<file path="src/rtl/y86_pkg.sv">
// Shared Y86-64 constants and the decode pipeline-register layout.
// Imported by the decode stage and its register file.
package y86_pkg;

  localparam int W    = 64;
  localparam int NREG = 15;

  localparam logic [3:0] RNONE = 4'hF;
  localparam logic [3:0] RSP   = 4'h4;

  localparam logic [3:0] I_HALT   = 4'h0;
  localparam logic [3:0] I_NOP    = 4'h1;
  localparam logic [3:0] I_RRMOVQ = 4'h2;
  localparam logic [3:0] I_IRMOVQ = 4'h3;
  localparam logic [3:0] I_RMMOVQ = 4'h4;
  localparam logic [3:0] I_MRMOVQ = 4'h5;
  localparam logic [3:0] I_OPQ    = 4'h6;
  localparam logic [3:0] I_JXX    = 4'h7;
  localparam logic [3:0] I_CALL   = 4'h8;
  localparam logic [3:0] I_RET    = 4'h9;
  localparam logic [3:0] I_PUSHQ  = 4'hA;
  localparam logic [3:0] I_POPQ   = 4'hB;

  localparam logic [2:0] S_AOK = 3'd1;
  localparam logic [2:0] S_HLT = 3'd2;
  localparam logic [2:0] S_ADR = 3'd3;
  localparam logic [2:0] S_INS = 4'd4;

  typedef struct packed {
    logic [2:0]   stat;
    logic [3:0]   icode;
    logic [3:0]   ifun;
    logic [3:0]   ra;
    logic [3:0]   rb;
    logic [W-1:0] valc;
    logic [W-1:0] valp;
  } d_reg_t;

  localparam d_reg_t D_NOP = '{stat: S_AOK, icode: I_NOP, ifun: 4'h0,
                               ra: RNONE, rb: RNONE, valc: 64'd0, valp: 64'd0};

  function automatic logic is_reg(input logic [3:0] id);
    return (id != RNONE);
  endfunction

endpackage

</file>
<file path="src/rtl/reg_file.sv">
// 15x64 architectural register file: two combinational read ports and two
// writeback ports, where port M overrides port E on a shared target.
module reg_file
  import y86_pkg::*;
(
  input  logic         clk,
  input  logic         rst,
  input  logic [3:0]   src_a,
  input  logic [3:0]   src_b,
  input  logic [3:0]   dst_e,
  input  logic [W-1:0] val_e,
  input  logic [3:0]   dst_m,
  input  logic [W-1:0] val_m,
  output logic [W-1:0] rd_a,
  output logic [W-1:0] rd_b
);

  logic [W-1:0] regs_r [NREG];

  // Register storage; writebacks arriving with reset are dropped
  always_ff @(posedge clk) begin
    if (rst) begin
      for (int i = 0; i < NREG; i++) begin
        regs_r[i] <= 64'd0;
      end
    end else begin
      for (int i = 0; i < NREG; i++) begin
        if (dst_m == 4'(i)) begin
          regs_r[i] <= val_m;
        end else if (dst_e == 4'(i)) begin
          regs_r[i] <= val_e;
        end else begin
          regs_r[i] <= regs_r[i];
        end
      end
    end
  end

  // Read ports; id 15 has no storage behind it and reads as zero
  always_comb begin
    rd_a = 64'd0;
    rd_b = 64'd0;
    if (is_reg(src_a)) begin
      rd_a = regs_r[src_a];
    end else begin
      rd_a = 64'd0;
    end
    if (is_reg(src_b)) begin
      rd_b = regs_r[src_b];
    end else begin
      rd_b = 64'd0;
    end
  end

endmodule

</file>
<file path="src/rtl/decode_stage.sv">
// Y86-64 decode stage: D pipeline register, register-id decode, register
// file and the five-source operand forwarding network.
module decode_stage
  import y86_pkg::*;
(
  input  logic         clk,
  input  logic         rst,
  input  logic [2:0]   f_stat,
  input  logic [3:0]   f_icode,
  input  logic [3:0]   f_ifun,
  input  logic [3:0]   f_rA,
  input  logic [3:0]   f_rB,
  input  logic [W-1:0] f_valC,
  input  logic [W-1:0] f_valP,
  input  logic         D_stall,
  input  logic         D_bubble,
  input  logic [3:0]   e_dstE,
  input  logic [W-1:0] e_valE,
  input  logic [3:0]   M_dstM,
  input  logic [W-1:0] m_valM,
  input  logic [3:0]   M_dstE,
  input  logic [W-1:0] M_valE,
  input  logic [3:0]   W_dstM,
  input  logic [W-1:0] W_valM,
  input  logic [3:0]   W_dstE,
  input  logic [W-1:0] W_valE,
  output logic [2:0]   d_stat,
  output logic [3:0]   d_icode,
  output logic [3:0]   d_ifun,
  output logic [W-1:0] d_valC,
  output logic [W-1:0] d_valA,
  output logic [W-1:0] d_valB,
  output logic [3:0]   d_srcA,
  output logic [3:0]   d_srcB,
  output logic [3:0]   d_dstE,
  output logic [3:0]   d_dstM
);

  d_reg_t       d_r;
  logic [3:0]   src_a_s, src_b_s, dst_e_s, dst_m_s;
  logic [W-1:0] rf_a_s, rf_b_s;

  // Youngest in-flight producer wins; an absent source never matches
  function automatic logic [W-1:0] fwd_value(
    input logic [3:0] src,   input logic [W-1:0] rf_val,
    input logic [3:0] id_e,  input logic [W-1:0] v_e,
    input logic [3:0] id_mm, input logic [W-1:0] v_mm,
    input logic [3:0] id_me, input logic [W-1:0] v_me,
    input logic [3:0] id_wm, input logic [W-1:0] v_wm,
    input logic [3:0] id_we, input logic [W-1:0] v_we);
    if (!is_reg(src))      return 64'd0;
    else if (src == id_e)  return v_e;
    else if (src == id_mm) return v_mm;
    else if (src == id_me) return v_me;
    else if (src == id_wm) return v_wm;
    else if (src == id_we) return v_we;
    else                   return rf_val;
  endfunction

  // D pipeline register: reset > stall > bubble > load
  always_ff @(posedge clk) begin
    if (rst) begin
      d_r <= D_NOP;
    end else if (D_stall) begin
      d_r <= d_r;
    end else if (D_bubble) begin
      d_r <= D_NOP;
    end else begin
      d_r <= {f_stat, f_icode, f_ifun, f_rA, f_rB, f_valC, f_valP};
    end
  end

  // Register-id decode from the instruction class
  always_comb begin
    src_a_s = RNONE;
    src_b_s = RNONE;
    dst_e_s = RNONE;
    dst_m_s = RNONE;
    case (d_r.icode)
      I_RRMOVQ: begin src_a_s = d_r.ra; dst_e_s = d_r.rb; end
      I_IRMOVQ: begin dst_e_s = d_r.rb; end
      I_RMMOVQ: begin src_a_s = d_r.ra; src_b_s = d_r.rb; end
      I_MRMOVQ: begin src_b_s = d_r.rb; dst_m_s = d_r.ra; end
      I_OPQ:    begin src_a_s = d_r.ra; src_b_s = d_r.rb; dst_e_s = d_r.rb; end
      I_CALL:   begin src_b_s = RSP; dst_e_s = RSP; end
      I_RET:    begin src_a_s = RSP; src_b_s = RSP; dst_e_s = RSP; end
      I_PUSHQ:  begin src_a_s = d_r.ra; src_b_s = RSP; dst_e_s = RSP; end
      I_POPQ:   begin src_a_s = RSP; src_b_s = RSP; dst_e_s = RSP; dst_m_s = d_r.ra; end
      default:  begin src_a_s = RNONE; src_b_s = RNONE; dst_e_s = RNONE; dst_m_s = RNONE; end
    endcase
  end

  reg_file u_reg_file (
    .clk   (clk),
    .rst   (rst),
    .src_a (src_a_s),
    .src_b (src_b_s),
    .dst_e (W_dstE),
    .val_e (W_valE),
    .dst_m (W_dstM),
    .val_m (W_valM),
    .rd_a  (rf_a_s),
    .rd_b  (rf_b_s)
  );

  // Operand selection; jumps and calls carry the return address in valA
  always_comb begin
    d_valA = 64'd0;
    d_valB = fwd_value(src_b_s, rf_b_s, e_dstE, e_valE, M_dstM, m_valM,
                       M_dstE, M_valE, W_dstM, W_valM, W_dstE, W_valE);
    if (d_r.icode == I_JXX || d_r.icode == I_CALL) begin
      d_valA = d_r.valp;
    end else begin
      d_valA = fwd_value(src_a_s, rf_a_s, e_dstE, e_valE, M_dstM, m_valM,
                         M_dstE, M_valE, W_dstM, W_valM, W_dstE, W_valE);
    end
  end

  assign d_stat  = d_r.stat;
  assign d_icode = d_r.icode;
  assign d_ifun  = d_r.ifun;
  assign d_valC  = d_r.valc;
  assign d_srcA  = src_a_s;
  assign d_srcB  = src_b_s;
  assign d_dstE  = dst_e_s;
  assign d_dstM  = dst_m_s;

endmodule

</file>
<file path="config.mk">
export PLATFORM = sky130hd
export DESIGN_NAME = decode_stage
export DESIGN_NICKNAME = d
export VERILOG_FILES = /design/src/rtl/y86_pkg.sv /design/src/rtl/reg_file.sv /design/src/rtl/decode_stage.sv
export SDC_FILE = /design/constraint.sdc
export NUM_CORES = 2
export LEC_CHECK = 0
export CORE_UTILIZATION = 35
export CTS_CLUSTER_DIAMETER = 200
export DETAILED_ROUTE_END_ITERATION = 8
export PLACE_DENSITY = 0.55
export SYNTH_ARGS = -nofsm -noshare
export SYNTH_HDL_FRONTEND = slang
export SYNTH_SLANG_ARGS = --single-unit
</file>
<file path="constraint.sdc">
create_clock -name clk -period 12 [get_ports clk]
set_input_delay 3.6 -clock clk [delete_from_list [all_inputs] [get_ports clk]]
set_output_delay 3.6 -clock clk [all_outputs]
set_load 0.01 [all_outputs]
</file>
; Word-level counts from Yosys, hierarchy flattened
; Memory sizes are Yosys's and may differ from the RTL's.
; Cells that the tools add are included.
[totals]
reg_bits = 147
ramBits = 960
output_inout_bits = 219
mem_count = 1
[mem_list]
columns = memory, words, width, read_ports, rd_ports_with_merged_regs, write_ports, line
row1 = u_reg_file.regs_r, 15, 64, 2, 0, 15, reg_file.sv:18  ; logic [W-1:0] regs_r [NREG];
[classes]
n_eq_ne = 65
muxes = 230
bitwise_logic = 45
reduce_logical = 24
[ops]
columns = op, n
row1 = $mux 64, 58
row2 = $mux 1, 167
row3 = $mux 147, 1
row4 = $eq 4x4->1 const B, 18
row5 = $eq 4x3->1 const B, 12
row6 = $or 1x1->1, 45
row7 = $eq 4x4->1, 10
row8 = $reduce_and 2->1, 15
row9 = $eq 4x2->1 const B, 6
row10 = $pmux 4 s2, 3
row11 = $ne 0x0->1, 15
row12 = $eq 4x1->1 const B, 2
row13 = $logic_not 4->1, 2
row14 = $ne 4x4->1 const B, 2
row15 = $reduce_or 4->1, 2
row16 = $reduce_or 3->1, 2
row17 = $mux 4, 1
row18 = $reduce_or 2->1, 2
row19 = $logic_or 1x1->1, 1

; Logic depth before layout (Yosys ltp)
[depth]
ltp_word = 11
depth_mapped = 13
mapped_depth_nobuf = 8

; Modules after synthesis
; From an unflattened synthesis, not the netlist that was laid out.
[unflattened]
cells_unflattened = 6479
hier_area_um2 = 71058.2
[by_module_without_submodules]
columns = mod, instances, cells_per_inst, area_each_um2, seq_area_each_um2
row1 = reg_file, 1, 4377, 55399.4, 28827.6
row2 = decode_stage, 1, 2102, 15658.8, 2942.8

; Worst setup path before layout
; Ideal clock, no wire load.
[synth_path]
path_kind = input -> register
startpoint = input W_dstE[2]
endpoint = memory u_reg_file.regs_r[0][0] (enable)
t_arrival_ns = 9.060
path_slack_ns = 2.359
path_stages = 4
path_buffers = 2
cell_sequence = clkbuf_1 > or3_1 > clkbuf_1 > o31ai_1
[synth_lines]
columns = item, line
row1 = from (decl), decode_stage.sv:25  ; input logic [3:0] W_dstE,
row2 = to (decl), reg_file.sv:18

; Worst setup path after layout
[layout_path]
startpoint = input W_dstM[1]
endpoint = output d_valB[25]
[layout_via]
elab_chain_cells = 6
[layout_rtl]
columns = item, line
row1 = from (decl), decode_stage.sv:23  ; input logic [3:0] W_dstM,
row2 = $eq 4x4->1, decode_stage.sv:55  ; else if (src == id_wm) return v_wm;
row3 = $mux 64, decode_stage.sv:55
row4 = $mux 64, decode_stage.sv:54  ; else if (src == id_me) return v_me;
row5 = $mux 64, decode_stage.sv:53  ; else if (src == id_mm) return v_mm;
row6 = $mux 64, decode_stage.sv:52  ; else if (src == id_e) return v_e;
row7 = $mux 64, decode_stage.sv:51  ; if (!is_reg(src)) return 64'd0;
row8 = to (decl), decode_stage.sv:32  ; output logic [W-1:0] d_valB,
; No other way between the ends.

==> out/qor.yml <==
status: "finished, final reports clean"
grt_max_degree: 157
cp-end-kind: "output port"
die_h_um: 447.3
drc: 0
finalHoldViolations: 0
max-vdd-ir-drop_v: 0.0001205
clkSinkCount: 1107
period_needed_ns: 11.75
final_common_cell: "nand2_1"
drive_gt1_share_pct: 7.850
areaGrowthSynthToFinish_pct: 19.16
yosys_warnings: 0
synth_edf_count: 960
cp.required_ns: 8.40
fin_skew_ns: 0
core.rowCount: 163
worstPathArrival_ns: 8.15
synth_top_cell_by_area: "edfxtp_1"
coreArea_um2: 197200
r2r-start: "d_icode[1]"
cts-resized-gates: 0
clk_transition_reported_paths_ns: 0.06
cts_tree: "done"
min_from: "d_stat[1]"
ys.flop_type: "edfxtp_1"
grt_pass1_vias: 69463
ff_latch_area_um2: 31770
cp-startpoint: "W_dstM[1]"
start_kind: "input port"
hold_buffers: 0
finalNetCount: 7945
path_max_fanout: 53
hpwl_um: 240900
final_cell_mix: "nand2_1, edfxtp_1, clkdlybuf4s50_1"
gp_congestion: 0.9921
hold_class: "flip-flop to flip-flop"
grt_util_all_layers_pct: 39.68
grt_setup_unrepaired: "false"
antenna_found_initial: 47
grt_overflow_total: 0
power_leakage_nw: 28.69
ys_top_cells_by_area: "edfxtp_1, a22o_1, nand2_1"
seq_area_frac_synth_pct: 45.78
dr.pass1.iters: 7
slew_headroom_pct: 3.848
port_buffers: 709
final_core_util_pct: 41.93
initial_utilization_pct: 35.19
cp_slowest_cell: "o31ai_1"
crit_type: "input port to output port"
reg2reg_depth: 2
multiInputGateArea_um2: 33340
fmax_mhz: 85.08
netlist_instances: 7454
insertion_delay_ns: 0.82
power.density_nw_per_um2: 130.4
avgSynthCellArea_um2: 9.310
setup-tns-final_ns: 0
cts_made_buffers: 139
max_stage_delay_ns: 0.86
path_cells: "clkdlybuf4s50_1, or2_2, o32a_1, o32a_1, or2_4, buf_12, o31ai_1, o31ai_1, clkdlybuf4s50_1"
final-setup-viol-count: 0
synth_fp_nets: 7945
post_cts_buffers: 0
wl_um: 413800
min_path_cells: 2
wl_per_cell_um: 40.38
ant_nets: 0
die_area_um2: 200100
viasPerCell: 7.189
clockBufferDepth: 3
ys_ff_latch: 1107
vias: 73681
cts_root_buffer: "clkbuf_16"
die_w_um: 447.3
ys_types: 78
async_flop_share_pct: 0
drv_cap: 0
synth_top_area_share_pct: 41.54
htree_levels: 4
min_period_over_period_pct: 97.95
netlist_area_um2: 69400
tightest_slew_ns: 1.429
fill_cells: 18827
ioPinCount: 710
drv_slew: 0
drt_iter0_drc: 12318
grt_pass1_wl_um: 560600
==> metrics by stage <==
stage / total power [mW] / area (um^2) / hold WS [ns] / instances / setup WS, ns
2_1_floorplan: 5.626 / 69400 / 0.4565 / 7454 / 2.359
3_3_place_gp: 6.541 / 78210 / 0.4747 / 9952 / 0.4255
4_1_cts: 10.70 / 82570 / 0.5029 / 10206 / 0.3305
5_1_grt: 10.98 / 82670 / 0.5314 / 10238 / 0.3935
3_5_place_dp: 6.567 / 78210 / 0.4886 / 9952 / 0.3665
6_report: 10.79 / 82700 / 0.5085 / 10249 / 0.2460
==> routing by layer <==
layer	wire length [um]	part of all wire, %	track usage [%]	vias up
li1	-	-	-	28991
met1	146800	35	47.84	36150
met2	179600	43	59.43	6697
met3	50130	12	10.34	1831
met4	37270	9.0	32.69	12
met5	75	0.018	0	-
==> cell type report <==
cell class | instances | share of cell area (%)
Multi-Input combinational cell | 5169 | 40.32
Sequential cell | 1107 | 38.42
Timing Repair Buffer | 1002 | 11.67
Clock buffer | 182 | 4.515
Tap cell | 2640 | 3.994
Clock inverter | 72 | 0.7625
Inverter | 35 | 0.1921
Antenna cell | 42 | 0.1271
==> critical path: cells and delay by family <==
family          cells  cell delay (ns)
buf+inv             3             1.89
simple gates        2             1.16
compound gates      4             1.38
==> path summary, 6_finish.rpt <==
kind	slack [ns]	endpoint
worst max-delay path	0.25	d_valB[25]
worst min register to register	0.51	d_stat[1]
worst min-delay path	0.51	d_stat[1]
worst max register to register	10.64	d_icode[1]
==> power by group <==
part	internal [mW]	total, mW	switching (mW)	leakage [nW]
Clock	2.35	4.20	1.84	2.11
Sequential	4.53	4.71	0.176	10.6
Combinational	0.637	1.88	1.25	16.0
==> synthesized netlist by cell type, types with 73 or more instances <==
master,number
clkbuf_1,836
o21ai_0,271
edfxtp_1,960
buf_1,133
nand2b_1,83
nand2_1,994
nor2_1,303
a221o_1,119
a22oi_1,260
a31oi_1,126
a221oi_1,207
a21oi_1,468
nand3_1,510
nor3_1,152
nor4_1,73
dfxtp_1,147
o22ai_1,77
a22o_1,642
mux2i_1,187
buf_4,90
buf_2,79
==> logic make-up (layout without fill, tap and decap cells) <==
family | after synthesis | in the layout | share of synthesized area (%)
and+or+nand+nor | 2258 | 2258 | 14.81
buffers and inverters | 1178 | 1291 | 7.055
DFF | 1107 | 1107 | 45.78
AOI/OAI and AO/OA | 2710 | 2710 | 29.45
other | 0 | 42 | 0
xor gates and xnor gates | 5 | 5 | 0.06310
muxes | 196 | 196 | 2.843
==> flip-flops by register name, indices dropped and copies added, names as in the netlist <==
name               count
d_stat                 3
d_r                   72
u_reg_file.regs_r    960
d_valC                64
d_icode                4
d_ifun                 4
Note: power is estimated with default switching activity, not from simulation.
